## config.mk

```make
export PLATFORM = sky130hd
export DESIGN_NAME = sdram_arb
export DESIGN_NICKNAME = d
export VERILOG_FILES = /design/src/rtl/sdram_arb.sv
export SDC_FILE = /design/constraint.sdc
export NUM_CORES = 1
export LEC_CHECK = 0
export BUFFER_PORTS_ARGS = -buffer_cell sky130_fd_sc_hd__buf_2
export CORE_AREA = 2 2 63 76
export DETAILED_ROUTE_END_ITERATION = 10
export DIE_AREA = 0 0 65 78
export GPL_TIMING_DRIVEN = 0
export SLEW_MARGIN = 25
export SYNTH_ARGS = -nofsm -noshare
export SYNTH_HDL_FRONTEND = slang
export SYNTH_SLANG_ARGS = --single-unit
```

## constraint.sdc

```tcl
create_clock -name clk_100m -period 3 [get_ports clk_100m]
set_input_delay 0.45 -clock clk_100m [delete_from_list [all_inputs] [get_ports clk_100m]]
set_output_delay 0.45 -clock clk_100m [all_outputs]
set_load 0.1 [all_outputs]
```

## src/rtl/sdram_arb.sv

```systemverilog
// sdram_arb: arbiter sharing one SDRAM controller between N_PORTS requesters.
//
// Picks a winner (round robin, or fixed priority when SDRAM_ARB_FIXED_PRIO_EN is
// defined), runs the controller's level request/ack handshake to completion,
// pulses port_done to the winner and aborts transactions that stall.
//
// Ports:
//   clk_100m         system clock
//   rst              asynchronous reset, active-high
//   port_req         per-port request level, held until port_done
//   port_rw_n        per-port direction (0 read, 1 write), sampled at grant
//   port_grant       one-hot grant, high for the whole transaction
//   port_done        one-cycle completion pulse to the granted port
//   sel              index of the granted port for the datapath mux
//   sdram_init_done  controller initialisation complete
//   sdram_wr_req     write request to controller
//   sdram_rd_req     read request to controller
//   sdram_wr_ack     controller write ack (level, multi-cycle)
//   sdram_rd_ack     controller read ack (level, multi-cycle)
//   sys_rw_n         registered direction of the current transaction
//   busy             high whenever the arbiter is not idle
//   timeout_err      sticky stall flag, cleared only by rst
//   err_port         port id of the most recent timed-out transaction
//
// Build option: define SDRAM_ARB_FIXED_PRIO_EN for fixed priority (lowest index wins).
module sdram_arb #(
    parameter int unsigned N_PORTS = 4,
    parameter int unsigned ID_W    = 2,
    parameter int unsigned TIMEOUT = 1024
) (
    input  logic               clk_100m,
    input  logic               rst,
    input  logic [N_PORTS-1:0] port_req,
    input  logic [N_PORTS-1:0] port_rw_n,
    output logic [N_PORTS-1:0] port_grant,
    output logic [N_PORTS-1:0] port_done,
    output logic [ID_W-1:0]    sel,
    input  logic               sdram_init_done,
    output logic               sdram_wr_req,
    output logic               sdram_rd_req,
    input  logic               sdram_wr_ack,
    input  logic               sdram_rd_ack,
    output logic               sys_rw_n,
    output logic               busy,
    output logic               timeout_err,
    output logic [ID_W-1:0]    err_port
);

    localparam logic [1:0] IDLE = 2'd0;
    localparam logic [1:0] REQ  = 2'd1;
    localparam logic [1:0] ACK  = 2'd2;
    localparam logic [1:0] DONE = 2'd3;

    localparam logic [15:0] CNT_LAST = 16'(TIMEOUT - 1);

    logic [1:0]         state_q, state_d;
    logic [N_PORTS-1:0] grant_q, grant_d;
    logic [ID_W-1:0]    sel_q, sel_d;
    logic [ID_W-1:0]    rr_ptr_q, rr_ptr_d;
    logic [ID_W-1:0]    err_port_q, err_port_d;
    logic               sys_rw_n_q, sys_rw_n_d;
    logic               timeout_err_q, timeout_err_d;
    logic [15:0]        cnt_q, cnt_d;

    logic               win_found;
    logic [ID_W-1:0]    win_idx;
    logic [ID_W:0]      cand;
    logic [ID_W-1:0]    ptr_next;
    logic               ack_match;

    // Only the ack matching the registered direction is ever looked at.
    assign ack_match = sys_rw_n_q ? sdram_wr_ack : sdram_rd_ack;

`ifdef SDRAM_ARB_FIXED_PRIO_EN
    // Pointer pinned at 0: the search below degenerates to lowest-index-wins.
    assign ptr_next = '0;
`else
    assign ptr_next = (sel_q == ID_W'(N_PORTS - 1)) ? '0 : sel_q + ID_W'(1);
`endif

    // Search from rr_ptr upwards, wrapping at N_PORTS-1; first requester wins.
    always_comb begin
        win_found = 1'b0;
        win_idx   = '0;
        cand      = '0;
        for (int i = 0; i < int'(N_PORTS); i++) begin
            cand = {1'b0, rr_ptr_q} + (ID_W + 1)'(i);
            if (cand >= (ID_W + 1)'(N_PORTS)) begin
                cand = cand - (ID_W + 1)'(N_PORTS);
            end
            if (!win_found && port_req[cand[ID_W-1:0]]) begin
                win_found = 1'b1;
                win_idx   = cand[ID_W-1:0];
            end
        end
    end

    always_comb begin
        state_d       = state_q;
        grant_d       = grant_q;
        sel_d         = sel_q;
        rr_ptr_d      = rr_ptr_q;
        sys_rw_n_d    = sys_rw_n_q;
        timeout_err_d = timeout_err_q;
        err_port_d    = err_port_q;
        cnt_d         = cnt_q;
        case (state_q)
            IDLE: begin
                if (sdram_init_done && win_found) begin
                    state_d    = REQ;
                    grant_d    = {{(N_PORTS - 1){1'b0}}, 1'b1} << win_idx;
                    sel_d      = win_idx;
                    sys_rw_n_d = port_rw_n[win_idx];
                    cnt_d      = '0;
                end
            end
            REQ, ACK: begin
                cnt_d = cnt_q + 16'd1;
                // A stall wins over a same-cycle ack event.
                if (cnt_q == CNT_LAST) begin
                    state_d       = IDLE;
                    grant_d       = '0;
                    timeout_err_d = 1'b1;
                    err_port_d    = sel_q;
                    rr_ptr_d      = ptr_next;
                end else if (state_q == REQ && ack_match) begin
                    state_d = ACK;
                end else if (state_q == ACK && !ack_match) begin
                    state_d = DONE;
                end
            end
            DONE: begin
                state_d  = IDLE;
                grant_d  = '0;
                rr_ptr_d = ptr_next;
            end
            default: state_d = IDLE;
        endcase
    end

    always_ff @(posedge clk_100m or posedge rst) begin
        if (rst) begin
            state_q       <= IDLE;
            grant_q       <= '0;
            sel_q         <= '0;
            rr_ptr_q      <= '0;
            sys_rw_n_q    <= 1'b0;
            timeout_err_q <= 1'b0;
            err_port_q    <= '0;
            cnt_q         <= '0;
        end else begin
            state_q       <= state_d;
            grant_q       <= grant_d;
            sel_q         <= sel_d;
            rr_ptr_q      <= rr_ptr_d;
            sys_rw_n_q    <= sys_rw_n_d;
            timeout_err_q <= timeout_err_d;
            err_port_q    <= err_port_d;
            cnt_q         <= cnt_d;
        end
    end

    assign port_grant   = grant_q;
    assign port_done    = (state_q == DONE) ? grant_q : '0;
    assign sel          = sel_q;
    assign sys_rw_n     = sys_rw_n_q;
    assign busy         = (state_q != IDLE);
    assign sdram_wr_req = (state_q == REQ) && sys_rw_n_q;
    assign sdram_rd_req = (state_q == REQ) && !sys_rw_n_q;
    assign timeout_err  = timeout_err_q;
    assign err_port     = err_port_q;

endmodule
```

==> results.tsv, run 1 <==
stage	metric	value	unit
clock_network	Worst-path clk slew	0.07	ns
sta	Setup Skew	0.00675	ns
detailed_routing	Vias	1338	
sta	setup TNS	0	ns
sta	Rel. slew slack	0.562	
synth	EDFF count, synth	0	
status	result of the run	finished clean	
place	HPWL after DPL	2580	um
clock_network	CTS tree	yes	
pwr	Worst VDD drop	0.410	mV
detailed_routing	DR iter-0 viols	109	
global_routing	GR Util All Layers	0.157	
clock_network	Sink Count	30	
critical_path	Crit. path cell count	4	
die	Die Footprint	5070	um^2
die	die height	78	um
clock_network	clk buf depth	2	
sta	final slew viol count	0	
final_layout	ant diodes	0	
place	IO Port Bufs	29	
pwr	total leakage power	0.000950	uW
critical_path	CP peak stage delay	0.43	ns
sta	min Tclk post-route	2.03	ns
pwr	Power per Cell Area	1090	nW/um^2
detailed_routing	Routed Antenna Nets	0	
sta	Slew @ Worst Pin	0.656	ns
clock_network	H-tree lvl count	2	
sta	Final setup viols	0	
clock_network	Root Buffer	clkbuf_8	
detailed_routing	drt wl/cell	13.1	um
synth	Synth Net Count	189	
critical_path	CP max-delay cell	buf_2	
final_layout	layout cell share with drive strength beyond 1	0.237	
clock_network	CTS buffer count	5	
critical_path	Crit Path Category	reg2out	
die	I/O Pins	30	
critical_path	Worst Path Buf+Inv	2	
synth	synth unique cells	41	
global_routing	vias in the first global route	1343	
critical_path	crit path capture type	output pin	
place	GPL Wtd Cong	0.760	
clock_network	PostCTS Resize Cnt	0	
detailed_routing	drt total wl	3450	um
global_routing	initial antenna violation count	0	
synth	mapped cell area	1680	um^2
critical_path	CP arrival	1.58	ns
detailed_routing	Vias/cell	5.09	
critical_path	R2R Path Start	cnt_q[12]	
critical_path	worst path cell trace	inv_1, ha_1, nor2b_1, buf_2	
final_layout	Area growth syn-to-layout	21.4	%
min_path	HP Class	in2async	
sta	RSZ-0062 raised after global routing	no	
die	Starting Density	0.393	
clock_network	hold buffers post-CTS	0	
critical_path	Required @ worst endpoint	2.55	ns
critical_path	Setup crit start kind	register	
synth	Synth async-reset ratio	1.00	
global_routing	gr ovfl total	0	
synth	sequential area share after synthesis	0.448	
detailed_routing	Post-route DRC	0	
global_routing	largest net degree at the start of global routing	31	
detailed_routing	DRT Pass-1 Iters	4	
global_routing	global-route wire length before repair	6170	um
synth	Synth Register Bits	30	
clock_network	Setup Fix Bufs, Post-CTS	0	
synth	warnings from Yosys	0	
critical_path	R2R Setup Slk	1.00	ns
sta	Min Hold Slack	0.254	ns
sta	Tcrit/Tclk final	0.677	
critical_path	delay-heaviest family, CP	buffers and inverters	
die	Die Span X	65	um
sta	Final Hold Viols	0	
critical_path	reg2reg end	rr_ptr_q[0]	
synth	syn_area_per_cell	9.86	um^2
synth	ys flop type	dfrtp_1	
clock_network	Clock Latency Late Sink	0.28	ns
run	number of max-cap violations	0	
critical_path	Worst Path Max Fanout	5	
final_layout	Final Net Count	225	
die	# rows	26	
sta	fmax	492	MHz
die	Core Region	4260	um^2
critical_path	Worst R2R Path Depth	4	
synth	cell count after synthesis	170	
[how the worst max path moves through the flow]
stage | start | to | slack, ns
after floorplan | sys_rw_n | sdram_rd_req | 0.30
after global placement | port_req[2] | cnt_q[9] | 0.97
after detailed placement | port_req[2] | cnt_q[9] | 0.97
after CTS | state_q[0] | busy | 0.95
after global routing | cnt_q[12] | rr_ptr_q[1] | 0.81
final | state_q[1] | sdram_rd_req | 0.97
[cell usage in the layout (no fill, tap or decap), types with 2 or more instances in the layout]
| cell type | netlist | routed |
|---|---|---|
| a21oi_1 | 6 | 6 |
| a22o_1 | 2 | 2 |
| and2_1 | 5 | 5 |
| and3_1 | 2 | 2 |
| and4_1 | 2 | 2 |
| buf_2 | 1 | 30 |
| bufinv_16 | 0 | 2 |
| clkbuf_1 | 3 | 3 |
| clkbuf_8 | 0 | 6 |
| dfrtp_1 | 30 | 30 |
| ha_1 | 6 | 6 |
| inv_1 | 5 | 4 |
| mux2_2 | 5 | 5 |
| mux2i_1 | 4 | 4 |
| nand2_1 | 20 | 20 |
| nand2b_1 | 3 | 3 |
| nand3_1 | 6 | 6 |
| nand4_1 | 3 | 3 |
| nor2_1 | 14 | 14 |
| nor2b_1 | 2 | 2 |
| nor3_1 | 7 | 7 |
| nor3b_1 | 3 | 3 |
| nor4_1 | 2 | 2 |
| nor4b_1 | 3 | 3 |
| o21ai_0 | 5 | 5 |
| o22ai_1 | 2 | 2 |
| o2bb2ai_1 | 2 | 2 |
| o31ai_1 | 2 | 2 |
| or3_1 | 2 | 2 |
| xnor2_1 | 10 | 10 |
[flip-flops by register name, summed over array words and instances (netlist names)]
name / count
cnt_q: 16
err_port: 2
port_grant: 4
rr_ptr_q: 2
sel: 2
state_q: 2
sys_rw_n: 1
timeout_err: 1
[layer usage]
layer  global-route usage  share of wire  up-vias
li1                     -              -      676
met1                0.198           0.44      625
met2                0.257           0.49       29
met3               0.0319          0.044        8
met4               0.0702          0.021        0
met5                    0              0        -
[worst register-to-register path, delay by kind of cell (launching register included)]
kind | cells | cell delay [ns]
AO/OA/AOI/OAI | 1 | 0.30
flip-flops | 1 | 0.41
AND/OR/NAND/NOR | 2 | 0.81
multiplexers | 1 | 0.37
[cell usage after synthesis (2+ instances only)]
| cell type | count | area [um^2] |
|---|---|---|
| nand2b_1 | 3 | 18.8 |
| clkbuf_1 | 3 | 11.3 |
| nand2_1 | 20 | 75.1 |
| and4_1 | 2 | 17.5 |
| and3_1 | 2 | 12.5 |
| nand4_1 | 3 | 18.8 |
| inv_1 | 5 | 18.8 |
| mux2_2 | 5 | 56.3 |
| a22o_1 | 2 | 17.5 |
| o2bb2ai_1 | 2 | 17.5 |
| nand3_1 | 6 | 30.0 |
| o21ai_0 | 5 | 25.0 |
| nor2_1 | 14 | 52.6 |
| or3_1 | 2 | 12.5 |
| nor3_1 | 7 | 35.0 |
| o22ai_1 | 2 | 12.5 |
| nor2b_1 | 2 | 12.5 |
| nor4b_1 | 3 | 26.3 |
| ha_1 | 6 | 75.1 |
| nor4_1 | 2 | 12.5 |
| xnor2_1 | 10 | 87.6 |
| nor3b_1 | 3 | 22.5 |
| and2_1 | 5 | 31.3 |
| mux2i_1 | 4 | 40.0 |
| dfrtp_1 | 30 | 751 |
| a21oi_1 | 6 | 30.0 |
| o31ai_1 | 2 | 15.0 |
[cell type report]
cell class / count / area, um^2
multi-input cells: 130 / 878
fillers: 416 / 2230
plain buffers: 5 / 27.5
inverters: 5 / 18.8
clock inverters: 2 / 60.1
flip-flops and latches: 30 / 751
repair buffers: 29 / 145
clock buffers: 6 / 82.6
well taps: 56 / 70.1
[logic make-up after synthesis]
group | synth area share
AO/OA/AOI/OAI | 0.127
XOR/XNOR | 0.0523
adder cells (fa/ha/maj) | 0.0448
buffers and inverters | 0.0276
flip-flops | 0.448
multiplexers | 0.0709
AND/OR/NAND/NOR | 0.229
[report_power, final]
group / total [uW] / internal, uW / switching (uW) / leakage, uW
logic: 1140 / 324 / 816 / 0.000478
registers: 567 / 493 / 73.9 / 0.000400
clock network: 511 / 354 / 157 / 0.0000714
[stage by stage]
stage,total power (uW),worst slack (ns),instances,util,cell area (um^2)
after global routing,2370,0.810,263,0.477,2030
after floorplan,1520,0.304,170,-,1680
final,2220,0.968,263,0.477,2030
after detailed placement,1730,0.973,255,0.444,1890
after global placement,1730,0.972,255,0.444,1890
after CTS,2240,0.947,263,0.477,2030
(Power assumes the default switching activity.)
==> inputs of run 2 (changes only) <==
- clock period: 3 -> 2 ns (I/O delays scaled with it)
==> run 2 against run 1 <==
Effect of this change:
- clock-buffer cell count unchanged
- combinational power up 58%
- total power up 43%
- clock power down 1%
- critical path depth unchanged
- via count up 3.3%
- clock skew down 0.0017 ns
- setup slack worse by 0.85 ns
- critical path type unchanged
- largest cell class unchanged
- largest power group unchanged
==> results.tsv, run 2 (synthesis gave the netlist of run 1 again) <==
stage	metric	value	unit
die	Die Span X	65	um
global_routing	vias in the first global route	1398	
clock_network	Worst-path clk slew	0.06	ns
place	HPWL after DPL	2580	um
global_routing	largest net degree at the start of global routing	31	
critical_path	Critical Path Source	state_q[1]	
critical_path	R2R Path Start	state_q[0]	
clock_network	CTS buffer count	5	
sta	Slew @ Worst Pin	0.625	ns
place	Placement Cell Area	1900	um^2
final_layout	max reg flops	16	
detailed_routing	drt wl/cell	13.5	um
final_layout	most common cell after layout, fill and taps aside	buf_2	
detailed_routing	drt total wl	3560	um
sta	Final setup viols	0	
min_path	HP Class	in2async	
status	result of the run	finished clean	
detailed_routing	Post-route DRC	0	
pwr	Power per Cell Area	1560	nW/um^2
final_layout	layout cell share with drive strength beyond 1	0.298	
sta	Tcrit/Tclk final	0.940	
sta	RSZ-0062 raised after global routing	no	
critical_path	crit path capture type	output pin	
critical_path	Worst Path Max Fanout	5	
critical_path	Crit Path Category	reg2out	
pwr	Worst VDD drop	0.475	mV
sta	Min Hold Slack	0.0922	ns
clock_network	Setup Fix Bufs, Post-CTS	0	
clock_network	Sink Count	30	
run	number of max-cap violations	0	
sta	Rel. slew slack	0.583	
final_layout	post-layout instance area	2030	um^2
critical_path	CP max-delay cell	buf_2	
clock_network	Clock Latency Late Sink	0.28	ns
critical_path	CP peak stage delay	0.42	ns
pwr	combinational share of power	0.570	
global_routing	global-route wire length before repair	6200	um
pwr	Psw	1620	uW
global_routing	GR Util All Layers	0.157	
detailed_routing	Routed Antenna Nets	0	
critical_path	worst path cell trace	inv_1, ha_1, nor2b_2, buf_2	
clock_network	CTS tree	yes	
global_routing	initial antenna violation count	0	
pwr	Clk network pwr share	0.160	
clock_network	Root Buffer	clkbuf_8	
die	I/O Pins	30	
clock_network	clk buf depth	2	
detailed_routing	DR iter-0 viols	73	
sta	fmax	532	MHz
final_layout	fill count	424	
final_layout	Biggest register	cnt_q	
final_layout	Final Net Count	226	
detailed_routing	DRT Pass-1 Iters	4	
die	die height	78	um
sta	Setup Skew	0.00509	ns
final_layout	ant diodes	0	
sta	final slew viol count	0	
die	Core Region	4260	um^2
pwr	switching fraction of total power	0.511	
die	Starting Density	0.393	
clock_network	H-tree lvl count	2	
critical_path	Setup crit start kind	register	
sta	min Tclk post-route	1.88	ns
sta	Final Hold Viols	0	
pwr	total leakage power	0.000946	uW
detailed_routing	Vias/cell	5.23	
critical_path	Required @ worst endpoint	1.70	ns
detailed_routing	Vias	1382	
final_layout	Area growth syn-to-layout	21.1	%
place	GPL Wtd Cong	0.762	
die	# rows	26	
pwr	Flop pwr share	0.270	
global_routing	gr ovfl total	0	
die	Die Footprint	5070	um^2
place	IO Port Bufs	29	
critical_path	CP arrival	1.58	ns
pwr	Internal Power	1550	uW
final_layout	leading cell types in the layout, fill and taps excluded	buf_2, dfrtp_1, nand2_1	
[run 2: critical path: cells and delay by family, from the launching register on]
family	cells	cell delay, ns
fa+ha+maj	1	0.22
simple gates	1	0.15
flops	1	0.40
buf+inv	2	0.53
[run 2: repair_timing]
action | CTS | global route
hold endpoints to repair | 0 | 0
resized for setup | 2 | 6
pin swaps | 0 | 0
endpoints found under the setup margin | 4 | 11
gates cloned | 0 | 1
hold buffers | 0 | 0
[run 2: through the flow]
step                TNS [ns]  setup slack, ns   util  std cells  total power [uW]
floorplan                  0            0.162      -        170              2280
global placement           0          0.00189  0.446        255              2590
detailed placement  -0.00840         -0.00667  0.446        255              2610
CTS                        0           0.0398  0.470        263              3130
global route               0          0.00774  0.476        264              3390
finish                     0            0.120  0.476        264              3160
[run 2: worst paths after layout]
path / endpoint / slack (ns) / cells past startpoint
setup / recovery: sdram_rd_req / 0.12 / 4
hold / removal: timeout_err / 0.09 / 2
setup reg to reg: rr_ptr_q[0] / 0.18 / 5
hold reg to reg: timeout_err / 0.47 / 1
max in group asynchronous: sys_rw_n / 1.46 / 2
min in group clk_100m: sys_rw_n / 0.37 / 3
[run 2: final cells by class]
cell class	count	area [um^2]	share of cell area
Tap cell	56	70.1	0.0345
Clock buffer	6	82.6	0.0407
Multi-Input combinational cell	131	915	0.451
Clock inverter	2	12.5	0.00617
Timing Repair Buffer	29	148	0.0728
Buffer	5	30.0	0.0148
Inverter	5	18.8	0.00925
Sequential cell	30	752	0.371
[run 2: layer usage]
layer  up-vias  GRT usage  wire [um]
li1        688          -          -
met1       656      0.186       1590
met2        30      0.268       1750
met3         8     0.0362        153
met4         0     0.0702         65
met5         -          0          0
[run 2: power by group through the flow]
stage	sequential [uW]	clock [uW]	combinational, uW
floorplan	1170	0	1110
global placement	864	0	1730
detailed placement	866	0	1740
CTS	854	528	1740
global route	877	550	1960
finish	855	505	1800
